===== src/rtl/mem_access_unit_pkg.sv =====
// Shared encodings for the memory access unit: access sizes, FSM states, lane widths.
package mem_access_pkg;

    typedef enum logic [1:0] {
        SZ_BYTE = 2'b00,
        SZ_HALF = 2'b01,
        SZ_WORD = 2'b10,
        SZ_ILL  = 2'b11
    } size_e;

    typedef enum logic [1:0] {
        ST_IDLE  = 2'b00,
        ST_READ  = 2'b01,
        ST_WRITE = 2'b10,
        ST_RESP  = 2'b11
    } state_e;

    localparam int BYTE_W = 8;
    localparam int HALF_W = 16;
    localparam int LANES  = 4;

endpackage


===== src/rtl/mem_access_unit_if.sv =====
// Request/response bus from the datapath plus the word-memory port of the access unit.
interface mem_access_unit_if #(parameter int DW = 32);
    logic          req_valid;
    logic          req_ready;
    logic          req_we;
    logic [1:0]    req_size;
    logic          req_signed;
    logic [DW-1:0] req_addr;
    logic [DW-1:0] req_wdata;
    logic          resp_valid;
    logic [DW-1:0] resp_rdata;
    logic          resp_err;
    logic [DW-1:0] mem_addr;
    logic [DW-1:0] mem_wdata;
    logic          mem_we;
    logic [DW-1:0] mem_rdata;

    modport master (
        output req_valid, req_we, req_size, req_signed, req_addr, req_wdata, mem_rdata,
        input  req_ready, resp_valid, resp_rdata, resp_err, mem_addr, mem_wdata, mem_we
    );

    modport slave (
        input  req_valid, req_we, req_size, req_signed, req_addr, req_wdata, mem_rdata,
        output req_ready, resp_valid, resp_rdata, resp_err, mem_addr, mem_wdata, mem_we
    );
endinterface


===== src/rtl/mem_access_unit_lane_align.sv =====
// Little-endian lane extraction with sign/zero extension for loads, and lane merge for stores.
module mem_lane_align
    import mem_access_pkg::*;
(
    input  logic [31:0] word_i,
    input  logic [31:0] wdata_i,
    input  size_e       size_i,
    input  logic        signed_i,
    input  logic [1:0]  lane_i,
    output logic [31:0] load_o,
    output logic [31:0] merge_o
);
    logic [BYTE_W-1:0] byte_sel;
    logic [HALF_W-1:0] half_sel;

    always_comb begin
        byte_sel = word_i[{lane_i, 3'b000} +: BYTE_W];
        half_sel = word_i[{lane_i[1], 4'b0000} +: HALF_W];

        load_o  = word_i;
        merge_o = word_i;
        case (size_i)
            SZ_BYTE: begin
                load_o = {{(32-BYTE_W){signed_i & byte_sel[BYTE_W-1]}}, byte_sel};
                merge_o[{lane_i, 3'b000} +: BYTE_W] = wdata_i[BYTE_W-1:0];
            end
            SZ_HALF: begin
                load_o = {{(32-HALF_W){signed_i & half_sel[HALF_W-1]}}, half_sel};
                merge_o[{lane_i[1], 4'b0000} +: HALF_W] = wdata_i[HALF_W-1:0];
            end
            SZ_WORD: merge_o = wdata_i;
            default: ;
        endcase
    end
endmodule


===== src/rtl/mem_access_unit.sv =====
// Byte-addressed load/store front end for a word memory with combinational read, sync write.
// Sub-word stores do read-modify-write; errors respond after one cycle without touching memory.
module mem_access_unit
    import mem_access_pkg::*;
#(
    parameter int DATA_WIDTH = 32,
    parameter int DEPTH      = 200
) (
    input  logic              clk,
    input  logic              rst,
    mem_access_unit_if.slave  bus
);
    state_e      state_q, state_d;
    logic [31:0] addr_q, wdata_q, old_q, rdata_q;
    size_e       size_q;
    logic        we_q, signed_q, err_q;

    logic        req_fire;
    logic        acc_err;
    size_e       req_size;
    logic [31:0] align_word, load_data, merge_data;

    assign req_size = size_e'(bus.req_size);
    assign req_fire = bus.req_valid && (state_q == ST_IDLE);

    always_comb begin
        acc_err = 1'b0;
        if (req_size == SZ_ILL)
            acc_err = 1'b1;
        else if (req_size == SZ_HALF && bus.req_addr[0])
            acc_err = 1'b1;
        else if (req_size == SZ_WORD && bus.req_addr[1:0] != 2'b00)
            acc_err = 1'b1;
        else if ({2'b00, bus.req_addr[31:2]} >= DEPTH)
            acc_err = 1'b1;
    end

    // Loads align the live read; store merge works on the word captured in READ.
    assign align_word = (state_q == ST_WRITE) ? old_q : bus.mem_rdata;

    mem_lane_align u_align (
        .word_i   (align_word),
        .wdata_i  (wdata_q),
        .size_i   (size_q),
        .signed_i (signed_q),
        .lane_i   (addr_q[1:0]),
        .load_o   (load_data),
        .merge_o  (merge_data)
    );

    always_comb begin
        state_d = state_q;
        case (state_q)
            ST_IDLE: begin
                if (bus.req_valid) begin
                    if (acc_err)
                        state_d = ST_RESP;
                    else if (bus.req_we && req_size == SZ_WORD)
                        state_d = ST_WRITE;
                    else
                        state_d = ST_READ;
                end
            end
            ST_READ:  state_d = we_q ? ST_WRITE : ST_RESP;
            ST_WRITE: state_d = ST_RESP;
            ST_RESP:  state_d = ST_IDLE;
            default:  state_d = ST_IDLE;
        endcase
    end

    always_ff @(posedge clk or negedge rst) begin
        if (!rst) begin
            state_q  <= ST_IDLE;
            addr_q   <= '0;
            wdata_q  <= '0;
            old_q    <= '0;
            rdata_q  <= '0;
            size_q   <= SZ_BYTE;
            we_q     <= 1'b0;
            signed_q <= 1'b0;
            err_q    <= 1'b0;
        end else begin
            state_q <= state_d;
            if (req_fire) begin
                addr_q   <= bus.req_addr;
                wdata_q  <= bus.req_wdata;
                size_q   <= req_size;
                we_q     <= bus.req_we;
                signed_q <= bus.req_signed;
                err_q    <= acc_err;
                rdata_q  <= '0;
            end
            if (state_q == ST_READ) begin
                if (we_q)
                    old_q <= bus.mem_rdata;
                else
                    rdata_q <= load_data;
            end
        end
    end

    assign bus.req_ready  = (state_q == ST_IDLE);
    assign bus.resp_valid = (state_q == ST_RESP);
    assign bus.resp_err   = (state_q == ST_RESP) && err_q;
    assign bus.resp_rdata = (state_q == ST_RESP) ? rdata_q : '0;
    assign bus.mem_we     = (state_q == ST_WRITE);
    assign bus.mem_wdata  = (state_q == ST_WRITE) ? merge_data : '0;
    assign bus.mem_addr   = (state_q == ST_READ || state_q == ST_WRITE)
                          ? {2'b00, addr_q[31:2]} : '0;
endmodule


===== src/flat_wrapper.sv =====
// flat-port wrapper written by rule: the top's interface ports become plain ports
module mem_access_unit_flat import mem_access_pkg::*;
#(
    parameter int DATA_WIDTH = 32,
    parameter int DEPTH      = 200
)
  (clk, rst, bus_req_valid, bus_req_we, bus_req_size, bus_req_signed, bus_req_addr, bus_req_wdata, bus_mem_rdata, bus_req_ready, bus_resp_valid, bus_resp_rdata, bus_resp_err, bus_mem_addr, bus_mem_wdata, bus_mem_we);
  mem_access_unit_if bus_i ();
  input  logic clk;
  input  logic rst;
  input wire logic [$bits(bus_i.req_valid)-1:0] bus_req_valid;
  input wire logic [$bits(bus_i.req_we)-1:0] bus_req_we;
  input wire logic [$bits(bus_i.req_size)-1:0] bus_req_size;
  input wire logic [$bits(bus_i.req_signed)-1:0] bus_req_signed;
  input wire logic [$bits(bus_i.req_addr)-1:0] bus_req_addr;
  input wire logic [$bits(bus_i.req_wdata)-1:0] bus_req_wdata;
  input wire logic [$bits(bus_i.mem_rdata)-1:0] bus_mem_rdata;
  output wire logic [$bits(bus_i.req_ready)-1:0] bus_req_ready;
  output wire logic [$bits(bus_i.resp_valid)-1:0] bus_resp_valid;
  output wire logic [$bits(bus_i.resp_rdata)-1:0] bus_resp_rdata;
  output wire logic [$bits(bus_i.resp_err)-1:0] bus_resp_err;
  output wire logic [$bits(bus_i.mem_addr)-1:0] bus_mem_addr;
  output wire logic [$bits(bus_i.mem_wdata)-1:0] bus_mem_wdata;
  output wire logic [$bits(bus_i.mem_we)-1:0] bus_mem_we;
  assign bus_i.req_valid = bus_req_valid;
  assign bus_i.req_we = bus_req_we;
  assign bus_i.req_size = bus_req_size;
  assign bus_i.req_signed = bus_req_signed;
  assign bus_i.req_addr = bus_req_addr;
  assign bus_i.req_wdata = bus_req_wdata;
  assign bus_i.mem_rdata = bus_mem_rdata;
  assign bus_req_ready = bus_i.req_ready;
  assign bus_resp_valid = bus_i.resp_valid;
  assign bus_resp_rdata = bus_i.resp_rdata;
  assign bus_resp_err = bus_i.resp_err;
  assign bus_mem_addr = bus_i.mem_addr;
  assign bus_mem_wdata = bus_i.mem_wdata;
  assign bus_mem_we = bus_i.mem_we;
  mem_access_unit #(.DATA_WIDTH(DATA_WIDTH), .DEPTH(DEPTH)) u_core (.clk(clk), .rst(rst), .bus(bus_i));
endmodule

===== config.mk =====
export PLATFORM = sky130hd
export DESIGN_NAME = mem_access_unit_flat
export DESIGN_NICKNAME = d
export VERILOG_FILES = /design/src/rtl/mem_access_unit_pkg.sv /design/src/rtl/mem_access_unit_if.sv /design/src/rtl/mem_access_unit_lane_align.sv /design/src/rtl/mem_access_unit.sv /design/src/flat_wrapper.sv
export SDC_FILE = /design/constraint.sdc
export NUM_CORES = 1
export LEC_CHECK = 0
export CAP_MARGIN = 30
export CORE_MARGIN = 2
export CORE_UTILIZATION = 51
export CTS_CLUSTER_DIAMETER = 50
export DETAILED_ROUTE_END_ITERATION = 12
export PLACE_DENSITY = 0.86
export SETUP_SLACK_MARGIN = 0.4
export SLEW_MARGIN = 20
export SYNTH_ARGS = -nofsm -noshare
export SYNTH_HDL_FRONTEND = slang
export SYNTH_SLANG_ARGS = --single-unit

===== constraint.sdc =====
create_clock -name clk -period 2.8 [get_ports clk]
set_input_delay 0.42 -clock clk [delete_from_list [all_inputs] [get_ports clk]]
set_output_delay 0.42 -clock clk [all_outputs]
set_load 0.02 [all_outputs]

==> results of run 1 <==
## worst max-delay path, stage by stage, from the launching register on
cell and delay [ps]:
dfrtp_1 390, inv_2 90, ha_4 170, buf_12 120
buf_16 140, mux2_2 390, a221oi_2 220, a21oi_1 70
o211a_1 220, buf_2 150
## sequential cells by signal, indices dropped and copies added, names as in the netlist
register         flops
u_core.addr_q       32
u_core.err_q         1
u_core.old_q        32
u_core.rdata_q      32
u_core.signed_q      1
u_core.size_q        2
u_core.state_q       2
u_core.wdata_q      32
u_core.we_q          1
## cell families (layout without fill, tap and decap cells)
logic type	after synthesis	after routing	synth area share, %
DFF	135	135	40.8
AOI/OAI and AO/OA	211	211	17.7
muxes	194	194	25.3
other	1	2	0.0453
adders and majority gates	9	9	1.36
buffers and inverters	75	311	3.89
and+or+nand+nor	153	153	10.8
## final timing paths
| check | from | end | slack [ps] |
|---|---|---|---|
| max in group asynchronous | rst | u_core.addr_q[1] | 2080 |
| worst max register to register | u_core.state_q[1] | u_core.rdata_q[28] | 440 |
| worst min-delay path | rst | u_core.addr_q[23] | 8 |
| worst max-delay path | u_core.state_q[0] | bus_mem_wdata[26] | -0.4 |
| min in group clk | u_core.err_q | u_core.err_q | 480 |
| worst min register to register | u_core.err_q | u_core.err_q | 480 |
## power breakdown
| part | total, mW | internal (mW) | switching, mW |
|---|---|---|---|
| Combinational | 10.1 | 4.84 | 5.31 |
| Clock | 2.44 | 1.57 | 0.873 |
| Sequential | 4.03 | 2.97 | 1.06 |
| Total | 16.6 | 9.38 | 7.24 |
## through the flow
stage	power (mW)	utilization (%)	worst slack, ps
floorplan	9.66	-	402
global placement	13.0	67.7	20.2
detailed placement	13.2	67.7	-34.5
CTS	15.7	72.6	0.574
global route	17.4	74.9	-66.4
finish	16.6	74.9	-0.374
## timing repair
item	4_1_cts	5_1_grt
pin swaps	16	26
buffers inserted	9	7
endpoints found under the hold margin	0	0
gates cloned	2	1
resized for setup	261	125
setup endpoints to repair	95	89
## cells in the final DEF (no fill, tap or decap), types with 11 or more instances in the layout
master,synthesis,routed
clkbuf_16,0,18
buf_4,2,56
mux2_2,114,105
a31oi_1,19,19
a22oi_1,24,15
clkdlybuf4s50_1,0,101
clkbuf_2,0,19
and2_1,67,65
a21oi_1,74,68
buf_6,1,31
dlygate4sd2_1,0,33
o211a_1,13,13
a2bb2oi_1,13,13
nor2b_1,19,11
dfrtp_1,135,130
o21ai_0,13,12
mux2i_1,79,77
nand2_1,20,19
a21oi_2,11,16
## final cells by class
class,count,area [um^2],area share [%]
tap,216,270,2.27
sequential,135,3380,28.4
inverter,6,27.5,0.231
timing repair buffer,273,2610,21.9
multi-input combinational,569,4960,41.7
clock inverter,10,166,1.40
clock buffer,22,474,3.99
## per-layer routing
| layer | up-vias | global-route usage [%] |
|---|---|---|
| met2 | 432 | 49.6 |
| met1 | 3695 | 41.7 |
| met4 | 0 | 11.1 |
| met5 | - | 0 |
| li1 | 3333 | - |
| met3 | 77 | 5.94 |
==> flow_summary.yaml, run 1 <==
grt:
  grt_overflow: 0
  grt_pass1_wl_mm: 41.6
  grt_pass1_vias: 7393
  grt_start_max_net_pins: 69
  antenna_found_initial: 0
  track_usage_pct: 30.8
logic_synthesis:
  synth_enable_flop_cells: 0
  netlist_area_um2: 8280
  yosysTopAreaCellShare_pct: 40.8
  yosys.area.top_type: "dfrtp_1"
  seq_area_frac_synth_pct: 40.8
  ys_async_sr_fraction_pct: 100
  ys_seq_elements: 135
  synth_top_cells_by_count: "dfrtp_1 (135), mux2_2 (114), mux2i_1 (79), a21oi_1 (74), and2_1 (67)"
  yosys_warnings: 0
  synth.most_common_cell: "dfrtp_1"
  synthTopCellsByArea: "dfrtp_1 (41%), mux2_2 (16%), mux2i_1 (9.6%), and2_1 (5.1%), a21oi_1 (4.5%)"
  ys.flop_type: "dfrtp_1"
  avgSynthCellArea_um2: 10.6
  synth_cell_types: 50
  syn_inst: 778
final_layout:
  fill_cells: 1077
  stdcell_count: 1231
  diodes: 0
  final_area_um2: 11900
  syn_to_final_growth_pct: 43.8
  drive_gt1_share_pct: 35.1
  nNetsFinal: 1114
routing:
  num_vias: 7537
  routed_via_density: 6.12
  route.met3.wl_mm: 2.30
  routedWlPerCell_um: 22.2
  drt-total-wl_mm: 27.4
  ant_nets: 0
  drc: 0
  met2_length_mm: 13.1
  dr.pass1.iters: 5
  drtIter0Drc: 713
  m1WireLength_mm: 11.0
  top_layer: "met4"
floorplan:
  rows: 46
  initial_utilization_pct: 52.1
  die_w_um: 131
  core-area_um2: 15900
  chipHeight_um: 131
  die_area_um2: 17300
  pin_count: 203
placement:
  hpwlAfterDp_mm: 18.8
  post_dp_cell_area_um2: 10800
  portBuffers: 200
  numPlacedInstances: 1179
  gp_congestion: 0.999
timing:
  drv_slew: 0
  rsz0062_at_grt: "true"
  finalHoldViolCount: 0
  fmax_mhz: 357
  skew_ps: 5.65
  worst_pin_slew_ps: 741
  finalSetupTns_ps: -0.374
  layout_setup_ws_ps: -0.374
  fin_crit_ps: 2800
  slew_headroom_pct: 50.6
  setup_violations: 1
  timing.hold.ws_ps: 7.61
  period_share_pct: 100
cts:
  cts-hold-fix-buffers: 0
  clk_pin_slew_ps: 60
  clk_latency_ps: 430
  cts_buffer_depth: 2
  cts_buffers: 17
  h-tree-depth: 4
  clock-sinks: 135
  cts_tree: "built"
  cts-root-buf: "clkbuf_16"
setup_path:
  endpoint_kind: "output pin"
  arrival_ps: 2380
  path_class: "register to output pin"
  startpoint_type: "register"
  r2r_cells: 9
  cp_data_required_time_ps: 2380
  path_max_fanout: 8
job:
  cap_violations: 0
power:
  vdd_drop_max_mv: 0.782
  leakage_nw: 5.34
  cellPowerDensity_nw_per_um2: 1400
status:
  violations: "setup timing"
  status: "finished, violations left"
worst_hold_path:
  hold_class: "primary input to asynchronous set/reset pin"
Power figures use the tool's default switching activity.
==> inputs of run 2 (changes only) <==
--- a/config.mk
+++ b/config.mk
@@ -5,12 +5,13 @@
 export SDC_FILE = /design/constraint.sdc
 export NUM_CORES = 1
 export LEC_CHECK = 0
+export ABC_AREA = 1
 export CAP_MARGIN = 30
 export CORE_MARGIN = 2
-export CORE_UTILIZATION = 51
+export CORE_UTILIZATION = 50
 export CTS_CLUSTER_DIAMETER = 50
 export DETAILED_ROUTE_END_ITERATION = 12
-export PLACE_DENSITY = 0.86
+export PLACE_DENSITY = 0.85
 export SETUP_SLACK_MARGIN = 0.4
 export SLEW_MARGIN = 20
 export SYNTH_ARGS = -nofsm -noshare
==> flow_summary.yaml, run 2 <==
timing:
  layout_setup_ws_ps: 173
  finalHoldViolCount: 0
  timing.hold.ws_ps: 483
  setup_violations: 0
  period_share_pct: 93.8
  slew_headroom_pct: 37.7
  rsz0062_at_grt: "true"
  skew_ps: 10.4
  drv_slew: 0
  fmax_mhz: 381
  fin_crit_ps: 2630
  worst_pin_slew_ps: 932
  finalSetupTns_ps: 0
cts:
  cts-root-buf: "clkbuf_16"
  h-tree-depth: 4
  clk_latency_ps: 430
  cts_buffers: 17
  cts_buffer_depth: 2
  cts_tree: "built"
  clk_pin_slew_ps: 60
  clock-sinks: 135
setup_path:
  path_class: "register to output pin"
  cp_data_required_time_ps: 2380
  r2r_cells: 12
  cp-startpoint: "u_core.state_q[0]"
  r2r_slack_ps: 460
  startpoint_type: "register"
  crit_path_end: "bus_mem_wdata[15]"
  reg2reg_to: "u_core.rdata_q[13]"
  path_max_fanout: 13
  arrival_ps: 2210
  worstReg2RegStart: "u_core.state_q[1]"
  endpoint_kind: "output pin"
placement:
  hpwlAfterDp_mm: 21.7
  portBuffers: 200
  gp_congestion: 1.02
  post_dp_cell_area_um2: 10900
  numPlacedInstances: 1639
  place_ws_ps: 32.1
status:
  status: "finished clean"
routing:
  drt-total-wl_mm: 32.6
  routed_via_density: 5.67
  drtIter0Drc: 1433
  num_vias: 9844
  dr.pass1.iters: 6
  routedWlPerCell_um: 18.8
  drc: 0
  ant_nets: 0
power:
  cellPowerDensity_nw_per_um2: 1340
  design_power_total_mw: 16.7
  vdd_drop_max_mv: 0.782
  leakage_nw: 6.68
grt:
  track_usage_pct: 35.4
  grt_pass1_vias: 9073
  grt_start_max_net_pins: 50
  grt_overflow: 0
  antenna_found_initial: 1
  grt_pass1_wl_mm: 48.5
floorplan:
  core-area_um2: 16000
  chipHeight_um: 132
  initial_utilization_pct: 51.6
  die_w_um: 132
  die_area_um2: 17500
  rows: 46
  pin_count: 203
final_layout:
  nNetsFinal: 1619
  multi_input_area_um2: 4510
  final_common_cell: "nand2_1"
  fill_cells: 1214
  drive_gt1_share_pct: 24.1
  final_cell_mix: "nand2_1 (452), inv_1 (146), dfrtp_1 (132), buf_4 (121), clkdlybuf4s50_1 (103)"
  regArea_um2: 3380
  final_area_um2: 12500
  stdcell_count: 1736
  diodes: 0
  final_util_pct: 78.0
  syn_to_final_growth_pct: 51.2
logic_synthesis:
  ys_async_sr_fraction_pct: 100
  yosys_warnings: 0
  syn_inst: 1226
  seq_area_frac_synth_pct: 40.9
  netlist_area_um2: 8250
  synth_enable_flop_cells: 0
  yosys.area.top_type: "dfrtp_1"
  synth_top_cells_by_count: "nand2_1 (473), inv_1 (158), dfrtp_1 (135), o21ai_0 (119), nand3_1 (92)"
  yosysTopAreaCellShare_pct: 40.9
  synth.most_common_cell: "nand2_1"
  ys.flop_type: "dfrtp_1"
  avgSynthCellArea_um2: 6.73
  ys_seq_elements: 135
  synth_cell_types: 34
  synthTopCellsByArea: "dfrtp_1 (41%), nand2_1 (22%), o21ai_0 (7.2%), inv_1 (7.2%), nand3_1 (5.6%)"
worst_hold_path:
  hold_class: "register to register"
job:
  cap_violations: 0
-- run 2: changes by cell type after synthesis, moves of 14 or more --
cell      before  now
o21ai_0       13  119
a221oi_1      15    1
nand3_1       14   92
mux2i_1       79    0
nor2b_1       19    0
nand2_1       20  473
inv_1          5  158
and2_1        67    1
mux2_2       114   15
a21oi_1       74   47
nor2_1         7   31
clkbuf_1      38   56
-- run 2: cells by family (layout without fill, tap and decap cells) --
logic type | after synthesis | count (layout) | synth area share [%]
other | 1 | 2 | 0.0455
AO/OA/AOI/OAI | 221 | 221 | 14.8
buffers and inverters | 237 | 530 | 11.3
AND/OR/NAND/NOR | 608 | 608 | 29.5
flip-flops | 135 | 135 | 40.9
adder cells (fa/ha/maj) | 9 | 9 | 1.36
multiplexers | 15 | 15 | 2.05
-- run 2: worst max-delay path, stage by stage, from the launching register on --
cell      delay (ps)
dfrtp_1          410
inv_2            100
ha_4             240
buf_4            180
inv_8             60
nand2_1          110
and2_1           180
inv_1             60
nand2_1           60
o211ai_1          80
nand2_1          110
inv_1             50
buf_4            150
-- run 2: worst min path at each step --
stage	from	end	slack [ps]	cells after the start
global route	u_core.addr_q[4]	u_core.addr_q[4]	500	2
detailed placement	rst	u_core.wdata_q[19]	370	1
CTS	u_core.wdata_q[21]	u_core.wdata_q[21]	480	2
global placement	rst	u_core.wdata_q[2]	370	1
finish	u_core.wdata_q[21]	u_core.wdata_q[21]	480	2
floorplan	rst	u_core.addr_q[0]	120	0
-- run 2: power by group --
group	total, mW	internal (mW)	switching (mW)	leakage (nW)
Combinational	10.9	4.47	6.46	4.78
Sequential	3.69	2.91	0.777	1.65
Clock	2.08	1.16	0.919	0.252
Total	16.7	8.54	8.16	6.68
-- run 2: routing by layer --
metal	part of all wire (%)	global-route usage (%)	vias up
met1	37	45.8	4518
met5	0	0	-
met4	5.2	18.0	0
met3	11	7.74	146
met2	47	56.1	746
li1	-	-	4434
-- run 2: layout make-up --
cell class                 instances  area share (%)
tap                              216            2.17
sequential                       135            27.1
inverter                         161            5.02
clock inverter                    13           0.802
multi-input combinational        855            36.2
clock buffer                      19            3.55
timing repair buffer             337            25.2
-- run 2: timing repair --
item                       in CTS  in global routing
gates cloned                    3                  1
gates resized for setup       308                181
pin swaps                      29                 41
hold buffers                    1                  0
setup endpoints to repair      95                 88
setup buffers                  32                 28
hold endpoints to repair       44                  0
==> inputs of run 3 (changes only) <==
--- a/config.mk
+++ b/config.mk
@@ -5,13 +5,12 @@
 export SDC_FILE = /design/constraint.sdc
 export NUM_CORES = 1
 export LEC_CHECK = 0
-export ABC_AREA = 1
 export CAP_MARGIN = 30
 export CORE_MARGIN = 2
-export CORE_UTILIZATION = 50
+export CORE_UTILIZATION = 51
 export CTS_CLUSTER_DIAMETER = 50
 export DETAILED_ROUTE_END_ITERATION = 12
-export PLACE_DENSITY = 0.85
+export PLACE_DENSITY = 0.86
 export SETUP_SLACK_MARGIN = 0.4
 export SLEW_MARGIN = 20
 export SYNTH_ARGS = -nofsm -noshare
==> results of run 3 <==
The final DEF is identical to that of run 1; final timing and power are the same.
